==> src/rtl/gtech_ld_loader.sv <==
// Write sequencer for a bank of transparent latches: data set up before gate, held after it.
// Optional bank clear via LD_CD is compiled in with GTECH_LD_LOADER_CLR_EN.
module gtech_ld_loader #(
  parameter int unsigned WIDTH       = 8,
  parameter int unsigned DEPTH       = 4,
  parameter int unsigned GATE_CYCLES = 2,
  parameter int unsigned AW          = $clog2(DEPTH)
) (
  input  logic             CP,
  input  logic             RST,
  input  logic             IN_VALID,
  output logic             IN_READY,
  input  logic [AW-1:0]    IN_ADDR,
  input  logic [WIDTH-1:0] IN_DATA,
  input  logic             CLR_REQ,
  output logic [WIDTH-1:0] LD_D,
  output logic [DEPTH-1:0] LD_G,
  output logic             LD_CD,
  output logic             BUSY
);

  // Counter holds GATE_CYCLES-1 for the gate phase and 1 for the clear phase.
  localparam int unsigned CW = (GATE_CYCLES > 2) ? $clog2(GATE_CYCLES) : 1;

  typedef enum logic [2:0] {StIdle, StSetup, StGate, StHold, StClear} state_e;

  state_e           state_q, state_d;
  logic [CW-1:0]    cnt_q, cnt_d;
  logic [AW-1:0]    addr_q, addr_d;
  logic [WIDTH-1:0] ld_d_q, ld_d_d;
  logic [DEPTH-1:0] ld_g_q, ld_g_d;
  logic [DEPTH-1:0] gate_sel;
  logic             ld_cd_q, ld_cd_d;
  logic             busy_q, busy_d;
  logic             clr_go;
  logic             accept;

`ifdef GTECH_LD_LOADER_CLR_EN
  assign clr_go = CLR_REQ;
`else
  logic unused_clr;
  assign unused_clr = CLR_REQ;
  assign clr_go     = 1'b0;
`endif

  assign IN_READY = (state_q == StIdle) && !clr_go;
  assign accept   = IN_READY && IN_VALID;

  always_ff @(posedge CP or posedge RST) begin
    if (RST) begin
      state_q <= StIdle;
      cnt_q   <= '0;
      addr_q  <= '0;
      ld_d_q  <= '0;
      ld_g_q  <= '0;
      ld_cd_q <= 1'b0;
      busy_q  <= 1'b0;
    end else begin
      state_q <= state_d;
      cnt_q   <= cnt_d;
      addr_q  <= addr_d;
      ld_d_q  <= ld_d_d;
      ld_g_q  <= ld_g_d;
      ld_cd_q <= ld_cd_d;
      busy_q  <= busy_d;
    end
  end

  always_comb begin
    state_d = state_q;
    cnt_d   = cnt_q;
    unique case (state_q)
      StIdle: begin
        if (clr_go) begin
          state_d = StClear;
          cnt_d   = CW'(1);
        end else if (IN_VALID) begin
          state_d = StSetup;
        end
      end
      StSetup: begin
        state_d = StGate;
        cnt_d   = CW'(GATE_CYCLES - 1);
      end
      StGate: begin
        if (cnt_q == '0) state_d = StHold;
        else             cnt_d   = cnt_q - 1'b1;
      end
      StHold:  state_d = StIdle;
      StClear: begin
        if (cnt_q == '0) state_d = StIdle;
        else             cnt_d   = cnt_q - 1'b1;
      end
      default: state_d = StIdle;
    endcase
  end

  // Outputs are decoded from the next state so the pins come straight from flops.
  always_comb begin
    ld_d_d = ld_d_q;
    addr_d = addr_q;
    if (accept) begin
      ld_d_d = IN_DATA;
      addr_d = IN_ADDR;
    end
    gate_sel = '0;
    for (int i = 0; i < int'(DEPTH); i++) begin
      gate_sel[i] = (addr_q == AW'(i));
    end
    ld_g_d  = (state_d == StGate) ? gate_sel : '0;
    ld_cd_d = (state_d != StClear);
    busy_d  = (state_d != StIdle);
  end

  assign LD_D  = ld_d_q;
  assign LD_G  = ld_g_q;
  assign LD_CD = ld_cd_q;
  assign BUSY  = busy_q;

endmodule

==> config.mk <==
export PLATFORM = sky130hd
export DESIGN_NAME = gtech_ld_loader
export DESIGN_NICKNAME = d
export VERILOG_FILES = /design/src/rtl/gtech_ld_loader.sv
export SDC_FILE = /design/constraint.sdc
export NUM_CORES = 1
export LEC_CHECK = 0
export ABC_AREA = 0
export CORE_MARGIN = 3
export CORE_UTILIZATION = 47
export CTS_CLUSTER_SIZE = 25
export DETAILED_ROUTE_END_ITERATION = 6
export GPL_TIMING_DRIVEN = 0
export PLACE_DENSITY = 0.82
export SLEW_MARGIN = 5
export SYNTH_ARGS = -nofsm -noshare
export SYNTH_HDL_FRONTEND = slang
export SYNTH_SLANG_ARGS = --single-unit
==> constraint.sdc <==
create_clock -name CP -period 4.48 [get_ports CP]
set_clock_uncertainty 0.2 [all_clocks]
set_input_delay 0.896 -clock CP [delete_from_list [all_inputs] [get_ports CP]]
set_output_delay 0.896 -clock CP [all_outputs]
set_load 0.03 [all_outputs]
-- Word-level counts from Yosys, hierarchy flattened
Index checks and enable logic that the tools add are counted.
- $add $sub $neg: 1
- equal/unequal tests: 8
- mux-type cells: 7
- reductions and logical operators: 6
- operators by type and width (kind ; count):
    case mux 3 bit (4 select lines) ; 1
    2-to-1 mux 3 bit ; 3
    == test 3 x 2 -> 1 bit, second input constant ; 2
    == test 2 bit, second input constant ; 2
    2-to-1 mux 4 bit ; 1
    == test 3 x 1 -> 1 bit, second input constant ; 1
    == test 3 bit, second input constant ; 1
    logical NOT 3 bit ; 1
    != test 3 bit, second input constant ; 1
    nonzero test 3 bit ; 1
    == test 2 x 1 -> 1 bit, second input constant ; 1
    logical NOT 2 bit ; 1
    case mux 1 bit (2 select lines) ; 1
    nonzero test 2 bit ; 1
    OR reduction 2 bit ; 1
    logical AND 1 bit ; 1
    2-to-1 mux 1 bit ; 1
    subtractor 1 bit, second input constant ; 1
- bits in registers: 20
- bits of input ports: 14
- output and inout port bits: 15
- word-level logic and storage cells: 29

-- Longest topological paths before layout
- depth in word-level cells: 4
- depth in mapped cells: 5
- mapped depth without buffers: 3

-- Worst setup path before layout
Ideal clock, no wire load.
- path type: register to output
- start: register state_q[1]
- end: output IN_READY
- arrival time: 816 ps
- required time: 3384 ps
- path slack: 2568 ps
- cell stages (with the launch flop): 3
- path buffers: 1
- cell sequence: dfrtp_1 -> buf_6 -> nor3_4
- word-level cells in the longest chain between the ends: 1
- ends and longest elaborated chain (item ; RTL line ; RTL):
    from (decl) ; 27 ; state_e state_q, state_d;
    from (signal assigned) ; 51 ; state_q <= StIdle;
    from (signal assigned) ; 59 ; state_q <= state_d;
    logical NOT 3 bit ; 46 ; assign IN_READY = (state_q == StIdle) && !clr_go;
    to (decl) ; 12 ; output logic IN_READY,
Every way passes these cells.

-- Final worst setup path
Same ends and word-level chain as after synthesis.

==> results.md <==
- For this run, the total global-route usage over all layers was measured as 0.1467.
- The switching share of total power is 0.3572.
- The initial antenna violation count came to 0.
- Of the total power, registers draw 0.319.
- The cell family with the largest share of critical-path delay is buffers and inverters.
- In the final routed layout, each cell accounts on average for ~13 um.
- The total inserted antenna cells is 0.
- Once the clock tree was built, the setup fixing pass inserted 0 buffers.
- The number of buffers and inverters on the critical path is 2.
- Of the available clock period, the critical path in the final layout requires 0.6226.
- The die span in x is 48.64 um.
- The iteration count of the initial detailed-routing pass is 2.
- The worst setup path is captured at an output pin.
- The deepest level of the CTS H-tree is 1.
- 29 I/O pins were placed.
- The clock transition at the registers of the reported paths is 0.12 ns.
- The flow ran to the end, and the final reports show no timing, DRC or antenna violations.
- In the routed layout, each cell is associated on average with a via count of between 4 and 5.
- The number of pins with negative max-slew slack in the final report is 0.
- After filler insertion, the fill cell instance count of the layout stands at approximately 110.
- The number of warnings issued by yosys is 0.
- The final weighted congestion in routability-driven placement is about 0.73.
- The worst path required time is between 3 and 4 ns.
- Synthesis instantiated 21 different standard cells from the library.
- The quantity of hold-fixing buffers added after cts is 0.
- The startpoint type of the worst setup path is a flop.
- Synthesis inferred 20 register bits.
- The detailed-route wire length is 1.487 mm.
- The area of the core region is approximately 1600 um2.
- The post-synthesis net count is around 70.
- CTS placed an instance of clkbuf_4 at the clock tree root.
- The number of gates on the worst path with buffers counted is 3.
- Along the worst hold path, the cell count comes to 1.
- The clock group share of total power is 0.154.
- For this configuration, the core starts out at a cell density of 0.5303.
- TritonCTS built the clock tree.
- The total net switching power is 332.7 uW.
- Headroom to the max-slew limit came out at 0.5283.
- The number of port buffers is 27.
- The overflow left after global routing is 0.
- The area of all placed cells without fillers is between 1000 and 1500 um2.
- Overall power consumption after layout is estimated at just over 900 uW.
- Once placement finished, the instance area stood at between 1000 and 1500 um2.
- For the final routed database, the setup TNS stands at 0 ns.
- Counting cells, the worst reg-to-reg path comes to 5.
- The clock passes through at most 2 buffers.
- The HPWL after detailed placement is 1.121 mm.
- The tightest min-delay check is of the flop to flop type.
- The first routing iteration left 6 violations.
- The worst voltage drop across the vdd grid is 0.4300 mV.
- The post-synthesis average cell area is roughly 15 um2.
- The final hold violation count is 0.
- The via count of the first global-routing pass came to approximately 560.
- The synthesis-to-layout area growth is 41.29%.
- The pin count of the biggest net entering global routing is 21.
- The count of nets left with antenna violations once routing finished came out at 0.
- The floorplan die height is 48.64 um.
- Setup violations remaining at the end of the flow were counted as 0.
- The internal power of the cells is 598.7 uW.
- Counting I/O delays and the setup requirement, the final critical path takes 2.789 ns.
- The number of buffers inserted during clock tree synthesis is 3.
- The final layout contains approximately 100 nets.
- The proportion of layout cells with a drive suffix above 1 is 0.2247.
- The remaining routing DRC violations is 0.
- Dividing total power by cell area gives a power density of between 700 and 800 nW/um2.
- The analysis attributes to cell leakage a power of 0.5411 nW.
- Of all nets on the critical path, the largest fanout is 6.
- Setup repair after global routing left no endpoint under its margin.
- The post-synthesis sequential area ratio is 0.5857.
- The clock sink count is 20.
- The transition time of the tightest slew-check pin is a little over 0.7 ns.
- The cell area that synthesis handed to floorplanning was 854.6 um2.
- The area of the die is ~2400 um2.
- The number of gates resized after CTS is 0.
- The routed via count is around 540.
- The clock latency at the later pin of the worst-skew pair is 0.30 ns.
- The tool flagged a number of max-cap violations equal to 0.
- The worst setup path is of the flop to output pin kind.
- The fmax is approximately 360 MHz.
- The slowest stage of the critical path belongs to the cell clkdlybuf4s50_1.
- The number of instances in the synthesized netlist is 58.
- The first global-routing pass estimated 2.677 mm of wire.
- For this run, the slowest stage of the critical path takes about 0.7 ns.
- The number of cell rows is 14.
- Of the total power, combinational logic draws 0.527.
- For the worst setup path, the data arrival time is 1.69 ns.
- Traced cell by cell, the critical path runs through buf_6 -> nor3_4 -> clkdlybuf4s50_1.
-- sequential cells by signal (all words and copies together) (netlist names) --
name and flops:
state_q 3, addr_q 2, cnt_q 1, LD_G 4, LD_CD 1, BUSY 1, LD_D 8
-- kinds of logic (layout without fill, tap and decap cells) --
kind of cell,Yosys count,after routing,synth area share
flops,20,20,0.5857
mux,12,12,0.1991
simple gates,12,12,0.09518
buf+inv,8,39,0.07612
compound gates,5,5,0.03367
xor+xnor,1,1,0.01025
-- stage by stage --
stage / hold WS, ns / worst slack [ns] / cells / utilization
after floorplan: 0.2687 / 2.568 / 58 / -
after global placement: 0.2895 / 2.034 / 109 / 0.7166
after detailed placement: 0.2924 / 2.031 / 109 / 0.7166
after CTS: 0.3228 / 1.669 / 113 / 0.7492
after global routing: 0.3402 / 1.594 / 113 / 0.7492
final: 0.3181 / 1.691 / 113 / 0.7492
-- layer usage --
metal	GRT usage	routed length, um
met4	0.07109	13
met3	0.03681	83
met2	0.2217	683
met5	0	0
met1	0.1964	707
-- power groups by stage --
stage	Combinational (mW)	Clock, mW	Sequential (mW)
finish	0.491	0.144	0.297
global route	0.522	0.158	0.308
CTS	0.497	0.148	0.298
detailed placement	0.493	0	0.302
global placement	0.487	0	0.297
floorplan	0.226	0	0.407
-- final cells by class --
type / count / area, um2 / area share
sequential: 20 / 500.5 / 0.4145
multi-input combinational: 30 / 289.0 / 0.2394
timing repair buffer: 27 / 270.3 / 0.2238
buffer: 4 / 50.05 / 0.04145
clock inverter: 1 / 30.03 / 0.02487
tap: 24 / 30.03 / 0.02487
clock buffer: 3 / 22.52 / 0.01865
inverter: 4 / 15.01 / 0.01244
-- cell usage after synthesis --
cell      instances  area (um2)
dfrtp_1          20       500.5
mux2_4           10       150.1
inv_1             4       15.01
o21ai_0           3       15.01
mux2i_1           2       20.02
nor2_1            2       7.510
nor3_1            2       10.01
nor4b_1           2       17.52
a21oi_1           1       5.000
and2_4            1       8.760
buf_12            1       20.02
buf_2             1       5.000
buf_6             1       11.26
clkbuf_8          1       13.76
nand2_1           1       3.750
nand3_1           1       5.000
nor2b_1           1       6.260
nor3_4            1       16.27
nor4_1            1       6.260
o311ai_0          1       8.760
xnor2_1           1       8.760
-- layout by cell type (no fill, tap or decap) --
master           netlist  final
nand2_1                1      1
and2_4                 1      1
xnor2_1                1      1
buf_2                  1      1
a21oi_1                1      1
mux2_4                10     10
mux2i_1                2      2
nor3_1                 2      2
nand3_1                1      1
clkbuf_4               0      3
clkbuf_8               1      1
bufinv_16              0      1
nor3_4                 1      1
dfrtp_1               20     20
nor4b_1                2      2
nor2b_1                1      1
buf_6                  1      1
o21ai_0                3      3
nor2_1                 2      2
clkdlybuf4s50_1        0     27
o311ai_0               1      1
nor4_1                 1      1
inv_1                  4      4
buf_12                 1      1
-- path summary, 6_finish.rpt --
| path | start | endpoint | slack (ns) |
|---|---|---|---|
| worst max-delay path | state_q[1] | IN_READY | 1.69 |
| worst min-delay path | LD_D[5] | LD_D[5] | 0.32 |
| worst max register to register | state_q[1] | LD_D[1] | 2.84 |
| worst min register to register | LD_D[5] | LD_D[5] | 0.32 |
| max in group asynchronous | RST | LD_D[7] | 2.82 |
| min in group asynchronous | RST | LD_D[5] | 0.80 |
-- worst register-to-register path, delay by kind of cell (launching register included) --
kind                   cells  cell delay, ns
AND/OR/NAND/NOR            2            0.35
flip-flops                 1            0.39
buffers and inverters      2            0.27
multiplexers               1            0.30
Power figures use the tool's default switching activity.
